### src/rtl/cache_flush_walker.sv
// Full-cache flush engine: walks every set/way, writes back dirty lines over a
// req/ack handshake and clears their dirty bits.
module cache_flush_walker #(
  parameter int NUMWAYS  = 4,
  parameter int SETLEN   = 9,
  parameter int NUMLINES = 128
) (
  input  logic               clk,
  input  logic               reset_n,
  input  logic               FlushStart,
  input  logic               FlushAbort,
  input  logic               LineDirty,
  input  logic               WBAck,
  output logic [SETLEN-1:0]  FlushSet,
  output logic [NUMWAYS-1:0] FlushWay,
  output logic               WBReq,
  output logic               ClearDirty,
  output logic               FlushBusy,
  output logic               FlushDone
);

  localparam int WAYW = (NUMWAYS > 1) ? $clog2(NUMWAYS) : 1;
  localparam logic [SETLEN-1:0] LAST_SET = SETLEN'(NUMLINES - 1);
  localparam logic [WAYW-1:0]   LAST_WAY = WAYW'(NUMWAYS - 1);

  typedef enum logic [2:0] {
    IDLE,
    READ,
    CHECK,
    WRITEBACK,
    CLEAR,
    ADVANCE,
    DONE
  } state_t;

  state_t            state_q, state_d;
  logic [SETLEN-1:0] set_q, set_d;
  logic [WAYW-1:0]   way_q, way_d;

  always_ff @(posedge clk or negedge reset_n) begin
    if (!reset_n) begin
      state_q <= IDLE;
      set_q   <= '0;
      way_q   <= '0;
    end else begin
      state_q <= state_d;
      set_q   <= set_d;
      way_q   <= way_d;
    end
  end

  // Abort has priority over everything except an in-flight writeback/clear.
  always_comb begin
    state_d = state_q;
    set_d   = set_q;
    way_d   = way_q;
    case (state_q)
      IDLE: begin
        if (FlushStart) begin
          state_d = READ;
          set_d   = '0;
          way_d   = '0;
        end
      end
      READ: begin
        state_d = FlushAbort ? DONE : CHECK;
      end
      CHECK: begin
        if (FlushAbort)     state_d = DONE;
        else if (LineDirty) state_d = WRITEBACK;
        else                state_d = ADVANCE;
      end
      WRITEBACK: begin
        if (WBAck) state_d = CLEAR;
      end
      CLEAR: begin
        state_d = ADVANCE;
      end
      ADVANCE: begin
        if (FlushAbort || (set_q == LAST_SET && way_q == LAST_WAY)) begin
          state_d = DONE;
        end else begin
          state_d = READ;
          if (way_q == LAST_WAY) begin
            way_d = '0;
            set_d = set_q + SETLEN'(1);
          end else begin
            way_d = way_q + WAYW'(1);
          end
        end
      end
      DONE: begin
        state_d = IDLE;
      end
      default: begin
        state_d = IDLE;
      end
    endcase
  end

  // Outputs decode straight from the state register, so reset clears them
  // without waiting for a clock edge.
  always_comb begin
    FlushWay        = '0;
    FlushWay[way_q] = 1'b1;
  end

  assign FlushSet   = set_q;
  assign WBReq      = (state_q == WRITEBACK);
  assign ClearDirty = (state_q == CLEAR);
  assign FlushBusy  = (state_q != IDLE);
  assign FlushDone  = (state_q == DONE);

  a_way_onehot: assert property (@(posedge clk) disable iff (!reset_n)
    $onehot(FlushWay));

  a_set_range: assert property (@(posedge clk) disable iff (!reset_n)
    set_q <= LAST_SET);

  a_wb_hold: assert property (@(posedge clk) disable iff (!reset_n)
    (WBReq && !WBAck) |=> (WBReq && $stable(FlushSet) && $stable(FlushWay)));

  a_clear_pulse: assert property (@(posedge clk) disable iff (!reset_n)
    ClearDirty |=> !ClearDirty);

  a_done_idle: assert property (@(posedge clk) disable iff (!reset_n)
    FlushDone |=> !FlushBusy);

endmodule

### config.mk
export PLATFORM = sky130hd
export DESIGN_NAME = cache_flush_walker
export DESIGN_NICKNAME = d
export VERILOG_FILES = /design/src/rtl/cache_flush_walker.sv
export SDC_FILE = /design/constraint.sdc
export NUM_CORES = 1
export LEC_CHECK = 0
export ABC_AREA = 1
export CORE_UTILIZATION = 40
export DETAILED_ROUTE_END_ITERATION = 16
export PLACE_DENSITY = 0.66
export SLEW_MARGIN = 20
export SYNTH_ARGS = -nofsm -noshare
export SYNTH_HDL_FRONTEND = slang
export SYNTH_SLANG_ARGS = --single-unit
### constraint.sdc
create_clock -name clk -period 2.7 [get_ports clk]
set_input_delay 0.54 -clock clk [delete_from_list [all_inputs] [get_ports clk]]
set_output_delay 0.54 -clock clk [all_outputs]
set_load 0.01 [all_outputs]
==> implementation parameters <==
Parameter                              Value

Status
  Run status    complete, no violations

Worst setup path
  Longest individual stage delay on the worst path    0.56 ns
  Cell count of the worst reg-to-reg path    8
  Type of destination of the critical path    output pin
  Buf/Inv on CP    2
  Max stage delay cell, worst path    sky130_fd_sc_hd__clkdlybuf4s50_1
  Startpoint-to-endpoint class of the critical path    reg2out
  Kind of cell adding the most delay to the critical path    buffers and inverters
  Peak fanout along the critical path    5
  Start point of the critical path    state_q[2]
  Worst path cell trace    inv_1 > nand2_1 > nor2_1 > clkdlybuf4s50_1
  Signal arrival time at the worst endpoint    1.65 ns
  Launching point of the worst reg2reg path    state_q[1]
  R2r setup slk    1.01 ns
  WP depth    4
  Last element of the critical path    WBReq
  Critical path data required time    2.16 ns
  Category of the worst setup path launch point    flop
  Worst R2R End    way_q[1]

Finish
  Post-route core utilization    0.527
  Layout Area Growth over Synthesis    24.9%
  Final #Nets    183
  Most used cells in the layout excluding fill and tap cells    sky130_fd_sc_hd__nand2_1 (53), sky130_fd_sc_hd__clkdlybuf4s50_1 (22), sky130_fd_sc_hd__nor2_1 (20)
  Fraction of layout cells with a size suffix above 1    0.105
  Diodes inserted    0
  Most frequent standard cell in the layout excluding fill and tap cells    sky130_fd_sc_hd__nand2_1

Power and ir drop
  Areal power density over the cells    717 mW/mm2
  Switching power as a share of total power    0.463
  Static Leakage    0.603 nW
  Relative contribution of combinational cells to total power    0.534
  Clk pwr share    0.163
  Overall power of the completed layout    0.000937 W
  Flop pwr share    0.303
  Net load switching power    0.000434 W
  Peak supply drop    0.000487 V
  Internal cell power    0.000503 W

GRT
  Gr usage total    0.194
  Wire length of the first global-routing pass    3.88 mm
  Maximum number of pins on one net before global-route repair    15
  Via count of the first global-routing pass    887
  Remaining global-route overflow    0
  Number of antenna violations at the first check in global routing    0

Place
  Number of I/O port buffers    22
  Routability congestion estimate    0.789
  Half-perimeter wire length of the detailed placement result    1.79 mm

Clock network
  Clock transition at the registers of the reported paths    0.08 ns
  H-tree Lvls    1
  Number of resized instances in the post-cts repair step    0
  Hold-fix buffers at CTS    0
  Maximum clock insertion buffer count    2
  Clock Latency Late Sink    0.28 ns
  TritonCTS clock tree    done
  Post-CTS setup repair buffer count    0
  Cell at the root of the clock tree    sky130_fd_sc_hd__clkbuf_4
  Clock net sink count    14
  Total CTS buffers    3

Timing
  Hold Fails Final Rpt    0
  Final TNS setup    0 ns
  Final Skew    0.00838 ns
  Peak Freq    457 MHz
  Final min period    2.19 ns
  Setup repair after global routing missed its margin    false
  Slew at the pin with the worst max-slew slack    0.656 ns
  Final cycle utilization of the critical path    0.810
  Final setup violating endpoints    0
  Headroom to the max-slew limit    0.561
  Final Max Tran Viols    0

Die
  Die area    0.00282 mm2
  Horizontal extent of the die    53.1 um
  Effective utilization at floorplan    0.422
  Ports placed on the boundary    23
  Core area    0.00248 mm2
  Die boundary height    53.1 um
  # rows    18

Route
  Post-detailed-route count of antenna-violating nets    0
  Total number of vias    1,014
  Post-Route WL    2.38 mm
  Average vias per placed instance    5.04
  Violation count after the first detailed-route iteration    26
  DRC violations left    0
  Drt wl/cell    11.8 um
  Number of iterations in the first detailed-routing pass    4

Min path
  Worst Hold Class    reg2reg

Synthesis
  Portion of the post-synthesis area used by sequential elements    0.335
  Number of storage elements in the synthesis netlist    14
  Post-Synthesis Net Count    159
  Distinct cell type count of the synthesized netlist    22
  Syn_area_per_cell    7.07 um2
  Post-Synthesis Cell Area    0.00105 mm2
  Synth warn    0
  Number of instances in the synthesized netlist    148

Run
  Maximum capacitance violations    0
[routing by layer]
metal,up-vias,share of wire,GRT usage
li1,521,-,-
met1,461,0.47,0.236
met2,28,0.47,0.329
met3,4,0.048,0.0316
met4,0,0.013,0.0921
met5,-,0,0
[cell usage after synthesis]
library cell,n,area (um2)
sky130_fd_sc_hd__o21bai_1,2,15.0
sky130_fd_sc_hd__nor2_1,20,75.1
sky130_fd_sc_hd__nand3_4,1,17.5
sky130_fd_sc_hd__nand2_2,1,6.26
sky130_fd_sc_hd__ha_1,5,62.6
sky130_fd_sc_hd__nor3_1,2,10.0
sky130_fd_sc_hd__nand3_1,4,20.0
sky130_fd_sc_hd__nand2_4,2,22.5
sky130_fd_sc_hd__o21ai_0,4,20.0
sky130_fd_sc_hd__a21oi_2,1,8.76
sky130_fd_sc_hd__nor3b_1,1,7.51
sky130_fd_sc_hd__a31oi_1,1,6.26
sky130_fd_sc_hd__inv_2,2,7.51
sky130_fd_sc_hd__nand3_2,3,30.0
sky130_fd_sc_hd__nor2_4,1,11.3
sky130_fd_sc_hd__inv_1,14,52.6
sky130_fd_sc_hd__nand2_1,53,199
sky130_fd_sc_hd__dfrtp_1,14,350
sky130_fd_sc_hd__nor2_2,3,18.8
sky130_fd_sc_hd__nand4_1,10,62.6
sky130_fd_sc_hd__buf_6,3,33.8
sky130_fd_sc_hd__xor2_1,1,8.76
[cell families after synthesis]
family                     after synthesis  share of synthesized area
AOI/OAI and AO/OA                        8                     0.0478
xor gates and xnor gates                 1                    0.00837
adders and majority gates                5                     0.0598
buffers and inverters                   19                     0.0897
DFF                                     14                      0.335
and+or+nand+nor                        101                      0.459
[registers in the layout, indices dropped and copies added, names as in the netlist]
register,flops
state_q,3
FlushSet,9
way_q,2
[worst min-delay path by stage]
stage | cells after the start | startpoint | slack (ns) | to
4_1_cts | 2 | FlushSet[1] | 0.56 | FlushSet[1]
3_5_place_dp | 2 | FlushSet[1] | 0.54 | FlushSet[1]
5_1_grt | 2 | FlushSet[8] | 0.61 | FlushSet[8]
2_1_floorplan | 0 | reset_n | 0.24 | FlushSet[0]
3_3_place_gp | 2 | FlushSet[1] | 0.52 | FlushSet[1]
6_report | 2 | FlushSet[1] | 0.55 | FlushSet[1]
[power by group through the flow]
stage	logic [W]	registers (W)	clock network, W
2_1_floorplan	0.000368	0.000282	0
3_3_place_gp	0.000486	0.000285	0
3_5_place_dp	0.000500	0.000288	0
4_1_cts	0.000501	0.000284	0.000157
5_1_grt	0.000556	0.000289	0.000172
6_report	0.000500	0.000284	0.000153
[area by class of cell]
type	count	area, um2
fillers	252	1170
repair buffers	22	220
multi-input cells	115	602
inverters	16	60.1
well taps	30	37.5
clock buffers	4	36.3
flip-flops and latches	14	350
[worst reg2reg max path, delay by kind of cell, from the launching register on]
kind                   cells  cell delay (ns)
AO/OA/AOI/OAI              1             0.08
flip-flops                 1             0.40
buffers and inverters      2             0.16
AND/OR/NAND/NOR            5             0.94
[metrics by stage]
stage	cell area [um2]	hold slack, ns	worst slack [ns]	std cells
CTS	1310	0.561	0.518	201
detailed placement	1270	0.540	0.845	197
finish	1310	0.552	0.514	201
global route	1310	0.606	0.392	201
floorplan	1050	0.244	1.23	148
global placement	1270	0.523	0.880	197
No activity file was read; power rests on OpenSTA's default activity.
